$ cat src/rtl/dpram_fifo_ctrl_pkg.sv
// Shared defaults and read-side state encoding for the dual-port-RAM FIFO controller.
package dpram_fifo_ctrl_pkg;

  localparam int WIDTH_DEF  = 8;
  localparam int DEPTH_DEF  = 16;
  localparam int ADDR_W_DEF = 4;

  typedef enum logic [1:0] {
    EMPTY = 2'd0,
    FETCH = 2'd1,
    VALID = 2'd2
  } rd_state_t;

endpackage

$ cat src/rtl/dpram_fifo_ctrl_fifo_ptr.sv
// Wrapping RAM address pointer; DEPTH is a power of two so natural overflow wraps to 0.
module fifo_ptr
  import dpram_fifo_ctrl_pkg::*;
#(
  parameter int ADDR_W = ADDR_W_DEF
) (
  input  logic              clk,
  input  logic              rst,
  input  logic              inc,
  output logic [ADDR_W-1:0] ptr
);

  always_ff @(posedge clk or posedge rst) begin
    if (rst)      ptr <= '0;
    else if (inc) ptr <= ptr + ADDR_W'(1);
  end

endmodule

$ cat src/rtl/dpram_fifo_ctrl.sv
// FIFO controller around an external dual-port RAM: port A writes, port B registered reads
// feed a one-word output register.
//
// state | meaning
// EMPTY | output register holds nothing
// FETCH | RAM read issued last cycle, data lands in rd_data at this edge
// VALID | rd_data holds the oldest word
module dpram_fifo_ctrl
  import dpram_fifo_ctrl_pkg::*;
#(
  parameter int WIDTH  = WIDTH_DEF,
  parameter int DEPTH  = DEPTH_DEF,
  parameter int ADDR_W = ADDR_W_DEF
) (
  input  logic              clk,
  input  logic              rst,
  input  logic              wr_valid,
  output logic              wr_ready,
  input  logic [WIDTH-1:0]  wr_data,
  output logic              rd_valid,
  input  logic              rd_ready,
  output logic [WIDTH-1:0]  rd_data,
  output logic              full,
  output logic              empty,
  output logic [ADDR_W:0]   count,
  output logic [WIDTH-1:0]  ram_din_a,
  output logic [ADDR_W-1:0] ram_addr_a,
  output logic              ram_we_a,
  output logic              ram_re_a,
  output logic [ADDR_W-1:0] ram_addr_b,
  output logic              ram_re_b,
  output logic              ram_we_b,
  output logic [WIDTH-1:0]  ram_din_b,
  input  logic [WIDTH-1:0]  ram_dout_b
);

  localparam logic [ADDR_W:0] FULL_CNT = (ADDR_W+1)'(DEPTH);

  logic [ADDR_W-1:0] wr_ptr;
  logic [ADDR_W-1:0] rd_ptr;
  logic [ADDR_W:0]   ram_cnt;
  rd_state_t         state;
  logic              push;
  logic              fetch;

  assign full     = (ram_cnt == FULL_CNT);
  assign wr_ready = !full;
  assign push     = wr_valid && !full;
  // A fetch only needs a word in RAM; a push only needs a free slot, so the two never collide.
  assign fetch    = (ram_cnt != '0) &&
                    ((state == EMPTY) || ((state == VALID) && rd_ready));

  assign ram_we_a   = push;
  assign ram_addr_a = wr_ptr;
  assign ram_din_a  = wr_data;
  assign ram_re_a   = 1'b0;
  assign ram_re_b   = fetch;
  assign ram_addr_b = rd_ptr;
  assign ram_we_b   = 1'b0;
  assign ram_din_b  = '0;

  assign rd_valid = (state == VALID);
  assign count    = ram_cnt + {{ADDR_W{1'b0}}, (state != EMPTY)};
  assign empty    = (count == '0);

  fifo_ptr #(.ADDR_W(ADDR_W)) u_wr_ptr (.clk(clk), .rst(rst), .inc(push),  .ptr(wr_ptr));
  fifo_ptr #(.ADDR_W(ADDR_W)) u_rd_ptr (.clk(clk), .rst(rst), .inc(fetch), .ptr(rd_ptr));

  always_ff @(posedge clk or posedge rst) begin
    if (rst) begin
      state   <= EMPTY;
      ram_cnt <= '0;
      rd_data <= '0;
    end else begin
      case ({push, fetch})
        2'b10:   ram_cnt <= ram_cnt + (ADDR_W+1)'(1);
        2'b01:   ram_cnt <= ram_cnt - (ADDR_W+1)'(1);
        default: ram_cnt <= ram_cnt;
      endcase
      case (state)
        EMPTY: if (fetch) state <= FETCH;
        FETCH: begin
          rd_data <= ram_dout_b;
          state   <= VALID;
        end
        VALID: if (rd_ready) state <= fetch ? FETCH : EMPTY;
        default: state <= EMPTY;
      endcase
    end
  end

endmodule

$ cat config.mk
export PLATFORM = sky130hd
export DESIGN_NAME = dpram_fifo_ctrl
export DESIGN_NICKNAME = d
export VERILOG_FILES = /design/src/rtl/dpram_fifo_ctrl_pkg.sv /design/src/rtl/dpram_fifo_ctrl_fifo_ptr.sv /design/src/rtl/dpram_fifo_ctrl.sv
export SDC_FILE = /design/constraint.sdc
export NUM_CORES = 1
export LEC_CHECK = 0
export ABC_AREA = 1
export CORE_MARGIN = 8
export CORE_UTILIZATION = 41
export DETAILED_ROUTE_END_ITERATION = 8
export GPL_TIMING_DRIVEN = 0
export PLACE_DENSITY = 0.91
export SYNTH_ARGS = -nofsm -noshare
export SYNTH_HDL_FRONTEND = slang
export SYNTH_SLANG_ARGS = --single-unit
$ cat constraint.sdc
create_clock -name clk -period 2.8 [get_ports clk]
set_input_delay 0.84 -clock clk [delete_from_list [all_inputs] [get_ports clk]]
set_output_delay 0.84 -clock clk [all_outputs]
set_load 0.02 [all_outputs]
# ---- After elaboration in Yosys (flattened, before gate mapping)
# Index checks and enable logic that the tools add are counted.
dict set report op_classes {
  muxes 5
  eq_ne 7
  n_reduce_logical 11
  addsub 5
}
# cell count
set op_table {}
lappend op_table {{$pmux W5 S2} 1}
lappend op_table {{$add A4 B1 Y4 const B} 2}
lappend op_table {{$pmux W2 S3} 1}
lappend op_table {{$add A5 B1 Y5} 1}
lappend op_table {{$add A5 B1 Y5 const B} 1}
lappend op_table {{$eq A5 B5 Y1 const B} 1}
lappend op_table {{$logic_not A5 Y1} 1}
lappend op_table {{$reduce_bool A5 Y1} 1}
lappend op_table {{$sub A5 B1 Y5 const B} 1}
lappend op_table {{$eq A2 B1 Y1 const B} 2}
lappend op_table {{$eq A2 B2 Y1 const B} 2}
lappend op_table {{$mux W2} 2}
lappend op_table {{$reduce_bool A2 Y1} 2}
lappend op_table {{$logic_and A1 B1 Y1} 3}
lappend op_table {{$logic_not A2 Y1} 1}
lappend op_table {{$ne A2 B1 Y1 const B} 1}
lappend op_table {{$ne A2 B2 Y1 const B} 1}
lappend op_table {{$reduce_and A2 Y1} 1}
lappend op_table {{$logic_not A1 Y1} 1}
lappend op_table {{$logic_or A1 B1 Y1} 1}
lappend op_table {{$mux W1} 1}
dict set report word_totals {
  elab_cells 33
  output_inout_bits 45
  register_bits 23
  in_bits 20
}

# ---- Longest topological paths before layout
# Gate-level depths: netlist (run 1).
dict set report depth {
  ltp_word 7
  ltp_mapped 14
  ltp_nobuf 14
}

# ---- By module
# A second synthesis (run 1) with hierarchy kept.
dict set report unflattened {
  hier_cells 153
  hier_area_um2 1367.6
}
# module n_inst area_each_um2 seq_area_each_um2 cells_per_inst
set by_module_without_submodules {}
lappend by_module_without_submodules {dpram_fifo_ctrl 1 999.7 375.4 113}
lappend by_module_without_submodules {fifo_ptr 2 183.9 100.1 20}

# ---- Least setup slack after synthesis (run 1)
# Ideal clock, no wire load.
dict set report synth_timing {
  path_kind {register to output}
  from {reg state[0]}
  to {out empty}
  path_slack_ns 0.173
  n_path_buf 0
  t_required_ns 1.960
  stages_incl_launch_ff 9
  arrival_time_ns 1.787
  cell_sequence {dfrtp_1 > inv_2 > nand2_1 > ha_1 > ha_1 > or2_2 > nor2_1 > nand2_1 > nor2_1}
}
dict set report synth_between {
  elab_chain_len 3
}
# element line
set synth_lines {}
lappend synth_lines {{start: declaration} dpram_fifo_ctrl.sv:42} ;# rd_state_t state;
lappend synth_lines {{start signal: assignment} dpram_fifo_ctrl.sv:86} ;# VALID: if (rd_ready) state <= fetch ? FETCH : EMPTY;
lappend synth_lines {{$reduce_bool A2 Y1} dpram_fifo_ctrl.sv:63} ;# assign count = ram_cnt + {{ADDR_W{1'b0}}, (state != EMPTY)};
lappend synth_lines {{$add A5 B1 Y5} dpram_fifo_ctrl.sv:63}
lappend synth_lines {{net count[1]} dpram_fifo_ctrl.sv:25} ;# output logic [ADDR_W:0] count,
lappend synth_lines {{$logic_not A5 Y1} dpram_fifo_ctrl.sv:64} ;# assign empty = (count == '0);
lappend synth_lines {{end: declaration} dpram_fifo_ctrl.sv:24} ;# output logic empty,
# The timed path passes the listed nets, and every way through them passes these cells.

# ---- Worst setup path after layout (run 1)
dict set report layout_timing {
  from {reg state[0]}
  to {out empty}
}
dict set report layout_between {
  elab_chain_len 3
}
# element line
set layout_lines {}
lappend layout_lines {{$reduce_bool A2 Y1} dpram_fifo_ctrl.sv:63}
lappend layout_lines {{$add A5 B1 Y5} dpram_fifo_ctrl.sv:63}
lappend layout_lines {{$logic_not A5 Y1} dpram_fifo_ctrl.sv:64}
# No other way between the ends.

==> summary.txt, run 1 <==
Outcome
  – Status: finished clean

Synthesis
  – Post-synthesis mux area share: 6.344%
  – Synth unique cells: 24
  – Yosys reg bits: 23
  – Synth Area in Adders: 8.458%
  – Top cell type by total area after synthesis: dfrtp_1
  – Avg Cell Area, Syn: 8.876 µm²
  – Largest cells by area after synthesis: dfrtp_1 (41%), nand2_1 (11%), buf_4 (9.5%), ha_1 (7.0%), mux2_2 (6.3%)
  – Largest family of logic cells by synthesized area: simple AND/OR/NAND/NOR gates
  – Synth warn: 0
  – Area share of the leading cell type in the synthesized netlist: 40.53%
  – Cells after Synth: 160
  – Simple-gate share of the synthesized area: 25.29%
  – Post-Synth XOR/XNOR Area: 3.700%
  – Synth Area in Compound Gates: 1.145%
  – Synthesized area: 1420 µm²
  – Sequential area share after synthesis: 40.53%

Timing
  – Final hold violations: 0
  – Worst Tran Pin Value: 0.8447 ns
  – RSZ-0062 raised after global routing: yes
  – Fin Clk Skew: 0.001729 ns
  – Achievable clock frequency: 363.8 MHz
  – Setup Viol. Count Final: 0
  – Final setup TNS: 0 ns
  – Crit path time final: 2.748 ns
  – Slew Limit Fails: 0
  – PnR worst setup slack: 0.05151 ns
  – Rel. slew slack: 43.63%
  – Final period util: 98.16%

Global routing
  – Largest net degree at the start of global routing: 24
  – Vias in the first global route: 1147
  – GRT Resource Usage Total: 11.75%
  – Global-route wire length before repair: 5168 µm
  – Gr ovfl total: 0
  – Initial antenna violation count: 0

Clock tree
  – # hold bufs at CTS: 0
  – Sink Count: 23
  – Root buf cell: clkbuf_4
  – CTS tree: built
  – Worst-skew pair later-pin latency: 0.31 ns
  – Clock buffer depth: 2
  – Reg clk slew, reported paths: 0.13 ns
  – CTS Buf Count: 3
  – CTS H-Tree Depth: 1

Routing
  – Remaining DRCs: 0
  – Wl on met1: 1264 µm
  – DR iter-0 viols: 105
  – Pre-antenna DRT Iters: 4
  – DR WL/cell: 12.91 µm
  – Met3 wire length: 337 µm
  – Total wire length: 3435 µm
  – Highest metal used: met4
  – Vias: 1196
  – Met2 wire length: 1747 µm
  – DR vias/cell: 4.496
  – Antenna violation net count after detailed routing: 0

Worst setup path
  – Crit. End Element: output pin
  – Setup crit start kind: flip-flop
  – Cells on worst reg2reg path: 12
  – Setup slack, reg-to-reg: 0.48 ns
  – Worst Path Buf+Inv: 2
  – Crit-path cells: inv_2 > nand2_4 > ha_4 > ha_4 > or2_2 > nor2_1 > nand2_1 > nor2_1 > buf_4
  – Crit-path leading delay family: simple AND/OR/NAND/NOR gates
  – Setup CP Type: flip-flop to output pin
  – Crit-path max cell delay: 0.41 ns
  – Peak fanout along the critical path: 2
  – Worst Path Arrival: 1.91 ns
  – CP max-delay cell: dfrtp_1
  – Reg2reg end: ram_cnt[4]
  – Worst EP required: 1.96 ns
  – Worst r2r src: ram_cnt[0]

Layout
  – Commonest cells after routing, fill and taps aside: nand2_1 (41), clkdlybuf4s50_1 (39), dfrtp_1 (21)
  – Commonest non-fill, non-tap cell in the layout: nand2_1
  – Diodes inserted: 0
  – Final Util: 60.78%
  – Area growth, synth to finish: 42.82%
  – Share of cells above drive strength 1: 24.09%
  – Design area: 2028 µm²
  – Nets@finish: 250

Floorplan
  – Die Span X: 74.86 µm
  – Io pins: 65
  – Die H: 74.86 µm
  – Row count: 21
  – Total core area: 3337 µm²
  – Effective utilization at floorplan: 42.56%
  – Full die area: 5603 µm²

Placed design
  – Port Buffers: 46
  – Area of placed instances: 1972 µm²
  – Pre-CTS setup slack: -0.4226 ns
  – Dpl hpwl: 2773 µm
  – RD Place Congestion: 0.7909

Min path
  – Hold path depth: 1
  – Hold endpoint: rd_data[7]
  – Worst min-delay path startpoint: rd_data[7]
  – Worst hold-check path type: flip-flop to flip-flop

Power and ir drop
  – VDD IR-drop max: 349.1 µV
  – LEAKAGE: 1.032 nW
  – Overall Power: 2.507 mW
  – PwrDens: 1236 nW/µm²

Run
  – MaxCap Viol Count: 0
## worst max-delay path by stage
| stage | from | endpoint | slack [ns] | cells after the start |
|---|---|---|---|---|
| finish | state[0] | empty | 0.05 | 9 |
| global route | state[1] | empty | -0.07 | 9 |
| CTS | rd_ready | ram_re_b | -0.08 | 6 |
| detailed placement | rd_ready | ram_re_b | -0.42 | 6 |
| global placement | rd_ready | ram_re_b | -0.42 | 6 |
| floorplan | state[0] | empty | 0.17 | 8 |
## kinds of logic (layout without fill, tap and decap cells)
| kind of cell | Yosys count | in the layout |
|---|---|---|
| fa+ha+maj | 9 | 9 |
| xor+xnor | 6 | 6 |
| compound gates | 3 | 3 |
| mux | 8 | 8 |
| buf+inv | 36 | 87 |
| simple gates | 74 | 74 |
| other cells | 1 | 10 |
| flops | 23 | 23 |
## per-stage QoR
step,std cells,hold slack [ns]
2_1_floorplan,169,0.5164
3_3_place_gp,261,0.4848
3_5_place_dp,261,0.4923
4_1_cts,266,0.5220
5_1_grt,266,0.5419
6_report,266,0.5198
## per-layer routing
metal | vias to the layer above | GRT usage (%)
met5 | - | 0
met4 | 0 | 6.087
met3 | 7 | 2.796
met2 | 47 | 20.63
met1 | 535 | 12.75
li1 | 607 | -
## power breakdown
group | switching (mW) | total (mW) | internal, mW
clock network | 0.102 | 0.155 | 0.0535
registers | 0.190 | 0.694 | 0.505
logic | 0.905 | 1.66 | 0.753
## registers in the layout, summed over array words and instances (netlist names)
name,flops
u_wr_ptr.ptr,4
ram_cnt,5
state,2
u_rd_ptr.ptr,4
rd_data,8
## cell usage after synthesis, drive strengths merged
cell type,number
mux2,8
dfrtp,23
xnor2,1
nor2,6
o21ai,1
fa,1
inv,18
ha,8
nand4,4
xor2,5
or2,2
nand3b,2
nand2,46
o22ai,1
a21oi,1
buf,18
conb,1
nand3,14
## area by class of cell
| class | count | area, µm² |
|---|---|---|
| fillers | 272 | 1309 |
| multi-input cells | 110 | 710.7 |
| flip-flops and latches | 23 | 578.1 |
| repair buffers | 47 | 451.7 |
| plain buffers | 18 | 135.1 |
| inverters | 18 | 67.56 |
| well taps | 46 | 57.56 |
| clock buffers | 3 | 22.52 |
| clock inverters | 1 | 5.005 |
## what timing repair did
action	CTS	global route
pin swaps	0	2
gates resized for setup	16	10
setup endpoints to repair	7	4
setup buffers	1	0
Power figures use the tool's default switching activity.
==> inputs of run 2 (changes only) <==
--- a/config.mk
+++ b/config.mk
@@ -6,8 +6,11 @@
 export NUM_CORES = 1
 export LEC_CHECK = 0
 export ABC_AREA = 1
+export CELL_PAD_IN_SITES_DETAIL_PLACEMENT = 0
+export CELL_PAD_IN_SITES_GLOBAL_PLACEMENT = 1
+export CORE_ASPECT_RATIO = 1.75
 export CORE_MARGIN = 8
-export CORE_UTILIZATION = 41
+export CORE_UTILIZATION = 29
 export DETAILED_ROUTE_END_ITERATION = 8
 export GPL_TIMING_DRIVEN = 0
 export PLACE_DENSITY = 0.91
==> run 2 against run 1 <==
Net effect:
- maximum frequency is 2.1% higher
- final cell count is 1.9% higher
- flip-flop and latch count stayed put
- critical path type is now input pin to output pin
- total power is 2.6% higher
==> summary.txt, run 2 (synthesis results as in run 1) <==
Placed design
  – Pre-CTS setup slack: -0.4316 ns (-0.009007 ns)
  – Port Buffers: 46 (unchanged)
  – RD Place Congestion: 0.8110 (+2.5%)
  – Dpl hpwl: 2791 µm (+0.63%)

Timing
  – Setup Viol. Count Final: 0 (unchanged)
  – PnR worst setup slack: 0.1080 ns (+0.05652 ns)
  – Crit path time final: 2.692 ns (-0.05652 ns)
  – Final period util: 96.14% (-2.0 points)
  – Fin Clk Skew: 0.001286 ns (-0.0004434 ns)
  – Slew Limit Fails: 0 (unchanged)
  – Achievable clock frequency: 371.5 MHz (+2.1%)
  – Worst Tran Pin Value: 0.8835 ns (+0.03888 ns)
  – RSZ-0062 raised after global routing: no
  – Rel. slew slack: 41.03% (-2.6 points)
  – Final hold violations: 0 (unchanged)

Global routing
  – Vias in the first global route: 1277 (+11%)
  – M2 GR Usage: 17.54% (-3.1 points)
  – Initial antenna violation count: 0 (unchanged)
  – Most used routing layer: met2
  – Global-route wire length before repair: 5768 µm (+12%)
  – Gr ovfl total: 0 (unchanged)
  – Largest net degree at the start of global routing: 24 (unchanged)
  – GRT Resource Usage Total: 9.555% (-2.2 points)
  – Met3 Use GR: 1.656% (-1.1 points)
  – Routing usage on met1: 10.22% (-2.5 points)

Floorplan
  – Io pins: 65 (unchanged)
  – Total core area: 4707 µm² (+41%)
  – Die H: 108.6 µm (+45%)
  – Full die area: 7480 µm² (+34%)
  – Die Span X: 68.90 µm (-8.0%)
  – Row count: 33 (+57%)
  – Effective utilization at floorplan: 30.17% (-12 points)

Routing
  – Remaining DRCs: 0 (unchanged)
  – Antenna violation net count after detailed routing: 0 (unchanged)
  – Vias: 1192 (-0.33%)
  – DR vias/cell: 4.399 (-2.2%)
  – Total wire length: 3392 µm (-1.3%)
  – Pre-antenna DRT Iters: 4 (unchanged)
  – DR iter-0 viols: 30 (-71%)
  – DR WL/cell: 12.52 µm (-3.1%)

Clock tree
  – CTS H-Tree Depth: 1 (unchanged)
  – Post-CTS Setup Bufs: 0 (-1)
  – Clock buffer depth: 2 (unchanged)
  – # hold bufs at CTS: 0 (unchanged)
  – CTS Buf Count: 3 (unchanged)
  – CTS tree: built
  – Root buf cell: clkbuf_8
  – Sink Count: 23 (unchanged)
  – Worst-skew pair later-pin latency: 0.26 ns (-0.05 ns)
  – Reg clk slew, reported paths: 0.08 ns (-0.05 ns)

Min path
  – Worst min-delay path startpoint: rd_data[5]
  – Worst hold-check path type: flip-flop to flip-flop
  – Hold endpoint: rd_data[5]
  – Hold path depth: 1 (unchanged)

Worst setup path
  – Reg2reg end: ram_cnt[4]
  – CP max-delay cell: clkdlybuf4s50_1
  – Most used cell, CP: nand2_2
  – Setup CP Type: input pin to output pin
  – Worst EP required: 1.96 ns (about the same)
  – Crit-path cells: clkdlybuf4s50_1 > nand2_1 > nand2_2 > nand2_2 > inv_2 > buf_4
  – Cells on worst reg2reg path: 11 (-1)
  – Setup slack, reg-to-reg: 0.56 ns (+0.08 ns)
  – Peak fanout along the critical path: 6 (+4)
  – Worst r2r src: ram_cnt[1]
  – Worst Path Arrival: 1.85 ns (-0.06 ns)
  – Crit. End Element: output pin
  – Setup crit start kind: input pin
  – Crit-path max cell delay: 0.48 ns (+0.07 ns)

Layout
  – Nets@finish: 249 (-0.40%)
  – Max FFs per register: 8 (unchanged)
  – Share of cells above drive strength 1: 23.29% (-0.80 points)
  – Largest register by flop count: rd_data
  – Area growth, synth to finish: 44.93%
  – Final Util: 43.73% (-17 points)
  – Diodes inserted: 0 (unchanged)
  – Register area: 576.8 µm² (-0.22%)
  – # fillers: 493 (+81%)
  – Commonest cells after routing, fill and taps aside: nand2_1 (41), clkdlybuf4s50_1 (39), dfrtp_1 (22)
  – Biggest regs: rd_data: 8 flops, ram_cnt: 5 flops
  – Commonest non-fill, non-tap cell in the layout: nand2_1
  – Area of the multi-input gates: 715.7 µm² (+0.70%)

Outcome
  – Status: finished clean

Run
  – MaxCap Viol Count: 0 (unchanged)

Power and ir drop
  – LEAKAGE: 1.043 nW (+1.0%)
  – VDD IR-drop max: 606.3 µV (+74%)
  – PwrDens: 1250 nW/µm² (+1.1%)
[run 2: cell type report]
class	count	share of cell area (%)
multi-input combinational	110	34.77
sequential	23	28.02
timing repair buffer	46	22.01
buffer	18	6.565
inverter	18	3.283
tap	52	3.161
clock buffer	4	2.188
[run 2: repair_timing]
action | 4_1_cts | 5_1_grt
pin swaps | 0 | 3
gates resized for setup | 15 | 11
endpoints found under the setup margin | 6 | 7
hold endpoints to repair | 0 | 0
[run 2: power breakdown]
| group | total (mW) | internal, mW | switching [mW] |
|---|---|---|---|
| logic | 1.67 | 0.782 | 0.885 |
| clock network | 0.203 | 0.101 | 0.101 |
| registers | 0.703 | 0.505 | 0.198 |
[run 2: worst max-delay path, delay by kind of cell]
kind                   cells  cell delay [ns]
buffers and inverters      3             0.71
and+or+nand+nor            3             0.31
[run 2: how the worst max path moves through the flow]
| stage | start | end | slack [ns] | cells after the start |
|---|---|---|---|---|
| 2_1_floorplan | state[0] | empty | 0.17 | 8 |
| 4_1_cts | state[0] | empty | -0.05 | 9 |
| 3_3_place_gp | rd_ready | ram_re_b | -0.45 | 6 |
| 5_1_grt | ram_cnt[1] | full | 0.009 | 4 |
| 3_5_place_dp | rd_ready | ram_re_b | -0.43 | 6 |
| 6_report | rd_ready | ram_re_b | 0.11 | 6 |
[run 2: per-stage QoR]
step / area [µm²] / hold WS [ns] / instances / TNS (ns) / total power, mW
6_report: 2058 / 0.5127 / 271 / 0 / 2.573
5_1_grt: 2058 / 0.5280 / 271 / 0 / 2.836
4_1_cts: 2017 / 0.5120 / 271 / -0.05165 / 2.537
3_5_place_dp: 1979 / 0.4928 / 267 / -1.264 / 2.355
3_3_place_gp: 1979 / 0.4860 / 267 / -1.270 / 2.312
2_1_floorplan: 1454 / 0.5164 / 169 / 0 / 1.719
[run 2: metal layers]
| metal | part of all wire, % | wire length [µm] |
|---|---|---|
| met5 | 0 | 0 |
| met4 | 1.2 | 40 |
| met3 | 6.5 | 221 |
| met2 | 55 | 1861 |
| met1 | 37 | 1269 |
==> inputs of run 3 (changes only) <==
--- a/config.mk
+++ b/config.mk
@@ -14,6 +14,7 @@
 export DETAILED_ROUTE_END_ITERATION = 8
 export GPL_TIMING_DRIVEN = 0
 export PLACE_DENSITY = 0.91
+export REMOVE_ABC_BUFFERS = 1
 export SYNTH_ARGS = -nofsm -noshare
 export SYNTH_HDL_FRONTEND = slang
 export SYNTH_SLANG_ARGS = --single-unit
==> run 3 against run 2 <==
Net effect:
- utilization fell by 4.4 points
- non-clock buffer count fell by 24
- register-to-register slack got worse by 0.02 ns
- clock skew increased by 0.0024 ns
- total power is 2.0% lower
- wire length down 3.8%
- flip-flop and latch count did not move
- die area unchanged
==> summary.txt, run 3 (synthesis results as in run 1) <==
Outcome
  – Status: finished clean

Clock tree
  – CTS Buf Count: 3 (unchanged)
  – Reg clk slew, reported paths: 0.08 ns (about the same)
  – Clock buffer depth: 2 (unchanged)
  – Sink Count: 23 (unchanged)
  – Worst-skew pair later-pin latency: 0.26 ns (about the same)
  – CTS tree: built
  – CTS H-Tree Depth: 1 (unchanged)
  – Root buf cell: clkbuf_8

Layout
  – Commonest non-fill, non-tap cell in the layout: nand2_1
  – Max FFs per register: 8 (unchanged)
  – # fillers: 499 (+1.2%)
  – Largest register by flop count: rd_data
  – Nets@finish: 225 (-9.6%)
  – Area growth, synth to finish: 30.40%
  – Biggest regs: rd_data: 8 flops, ram_cnt: 5 flops
  – Commonest cells after routing, fill and taps aside: nand2_1 (41), clkdlybuf4s50_1 (30), dfrtp_1 (22)
  – Share of cells above drive strength 1: 17.95% (-5.3 points)
  – Diodes inserted: 0 (unchanged)

Worst setup path
  – Crit-path cells: clkdlybuf4s50_1 > nand2_1 > nand2_2 > nand2_2 > inv_1 > buf_4
  – CP max-delay cell: clkdlybuf4s50_1
  – Peak fanout along the critical path: 6 (unchanged)
  – Crit-path max cell delay: 0.47 ns (about the same)
  – Most used cell, CP: nand2_2
  – Crit. End Element: output pin
  – Worst EP required: 1.96 ns (about the same)
  – Worst Path Arrival: 1.86 ns (about the same)
  – Setup CP Type: input pin to output pin
  – Setup crit start kind: input pin

Global routing
  – GRT Resource Usage Total: 9.316% (-0.24 points)
  – Global-route wire length before repair: 5547 µm (-3.8%)
  – Largest net degree at the start of global routing: 24 (unchanged)
  – Vias in the first global route: 1210 (-5.2%)
  – Initial antenna violation count: 0 (unchanged)
  – Gr ovfl total: 0 (unchanged)

Routing
  – Remaining DRCs: 0 (unchanged)
  – Total wire length: 3263 µm (-3.8%)
  – Pre-antenna DRT Iters: 4 (unchanged)
  – Antenna violation net count after detailed routing: 0 (unchanged)
  – Vias: 1124 (-5.7%)
  – DR vias/cell: 4.551 (+3.5%)
  – DR iter-0 viols: 12 (-60%)
  – DR WL/cell: 13.21 µm (+5.5%)

Timing
  – Crit path time final: 2.699 ns (+0.006843 ns)
  – Achievable clock frequency: 370.5 MHz (-0.25%)
  – Fin Clk Skew: 0.003717 ns (+0.002431 ns)
  – Rel. slew slack: 41.58% (+0.55 points)
  – Slew Limit Fails: 0 (unchanged)
  – PnR worst setup slack: 0.1012 ns (-0.006843 ns)
  – Worst Tran Pin Value: 0.8753 ns (-0.008262 ns)
  – Final period util: 96.39% (+0.24 points)
  – Worst hold slack: 0.5080 ns (-0.004632 ns)
  – Final hold violations: 0 (unchanged)
  – Setup Viol. Count Final: 0 (unchanged)

Floorplan
  – Die Span X: 68.90 µm (unchanged)
  – Row count: 33 (unchanged)
  – Effective utilization at floorplan: 30.17% (unchanged)
  – Io pins: 65 (unchanged)
  – Die H: 108.6 µm (unchanged)
  – Full die area: 7480 µm² (unchanged)
  – Total core area: 4707 µm² (unchanged)

Power and ir drop
  – Internal Power: 1.353 mW (-2.5%)
  – Power share of the clock group: 8.0% (about the same)
  – Comb pwr share: 64.3% (-0.5 points)
  – LEAKAGE: 0.9262 nW (-11%)
  – Overall Power: 2.522 mW (-2.0%)
  – VDD IR-drop max: 571.5 µV (-5.7%)
  – PwrDens: 1362 nW/µm² (+8.9%)
  – Flop pwr share: 27.7% (+0.4 points)
  – Switching Fraction: 46.34% (+0.30 points)
  – Net Sw Power: 1.169 mW (-1.3%)

Placed design
  – RD Place Congestion: 0.8189 (+0.97%)
  – Pre-CTS setup slack: -0.4182 ns (+0.01342 ns)
  – Port Buffers: 38 (-17%)
  – Dpl hpwl: 2609 µm (-6.5%)

Run
  – MaxCap Viol Count: 0 (unchanged)

Min path
  – Worst hold-check path type: flip-flop to flip-flop
-- run 3: metal layers --
layer / track usage [%] / vias up / part of all wire (%) / wire (µm)
li1: - / 553 / - / -
met3: 2.588 / 2 / 8.0 / 261
met5: 0 / - / 0 / 0
met2: 15.82 / 48 / 53 / 1738
met4: 4.040 / 0 / 1.2 / 40
met1: 10.29 / 521 / 37 / 1223
-- run 3: worst paths after layout --
check / start / endpoint / slack [ns] / depth (start not counted)
setup reg to reg: ram_cnt[1] / ram_cnt[4] / 0.54 / 12
setup / recovery: rd_ready / ram_re_b / 0.10 / 6
max in group asynchronous: rst / ram_cnt[0] / 1.14 / 2
hold / removal: rd_data[6] / rd_data[6] / 0.51 / 1
hold reg to reg: rd_data[6] / rd_data[6] / 0.51 / 1
min in group asynchronous: rst / rd_data[7] / 1.07 / 2
-- run 3: area by class of cell --
class	count	area (µm²)	area share, %
Multi-Input combinational cell	110	710.7	38.38
Sequential cell	23	576.8	31.15
Timing Repair Buffer	40	386.6	20.88
Inverter	18	67.56	3.649
Tap cell	52	65.06	3.514
Clock buffer	4	45.04	2.432
-- run 3: repair_timing --
item / 4_1_cts / 5_1_grt
setup endpoints to repair: 7 / 5
gates resized for setup: 20 / 5
hold buffers: 0 / 0
buffers inserted: 0 / 2
-- run 3: critical path, delay by kind of cell --
kind | cells | cell delay, ns
buffers and inverters | 3 | 0.73
AND/OR/NAND/NOR | 3 | 0.29
-- run 3: metrics by stage --
stage / util [%] / area [µm²] / TNS (ns) / cells
after global routing: 39.34 / 1852 / -0.002720 / 247
after CTS: 38.38 / 1807 / -0.02042 / 245
final: 39.34 / 1852 / 0 / 247
after floorplan: - / 1319 / 0 / 151
after global placement: 37.48 / 1764 / -1.209 / 241
after detailed placement: 37.48 / 1764 / -1.194 / 241
-- run 3: power groups by stage --
| stage | clock network [mW] | registers [mW] | logic, mW |
|---|---|---|---|
| 2_1_floorplan | 0 | 0.796 | 0.895 |
| 3_3_place_gp | 0 | 0.691 | 1.59 |
| 3_5_place_dp | 0 | 0.700 | 1.61 |
| 4_1_cts | 0.213 | 0.697 | 1.59 |
| 5_1_grt | 0.230 | 0.732 | 1.82 |
| 6_report | 0.202 | 0.698 | 1.62 |
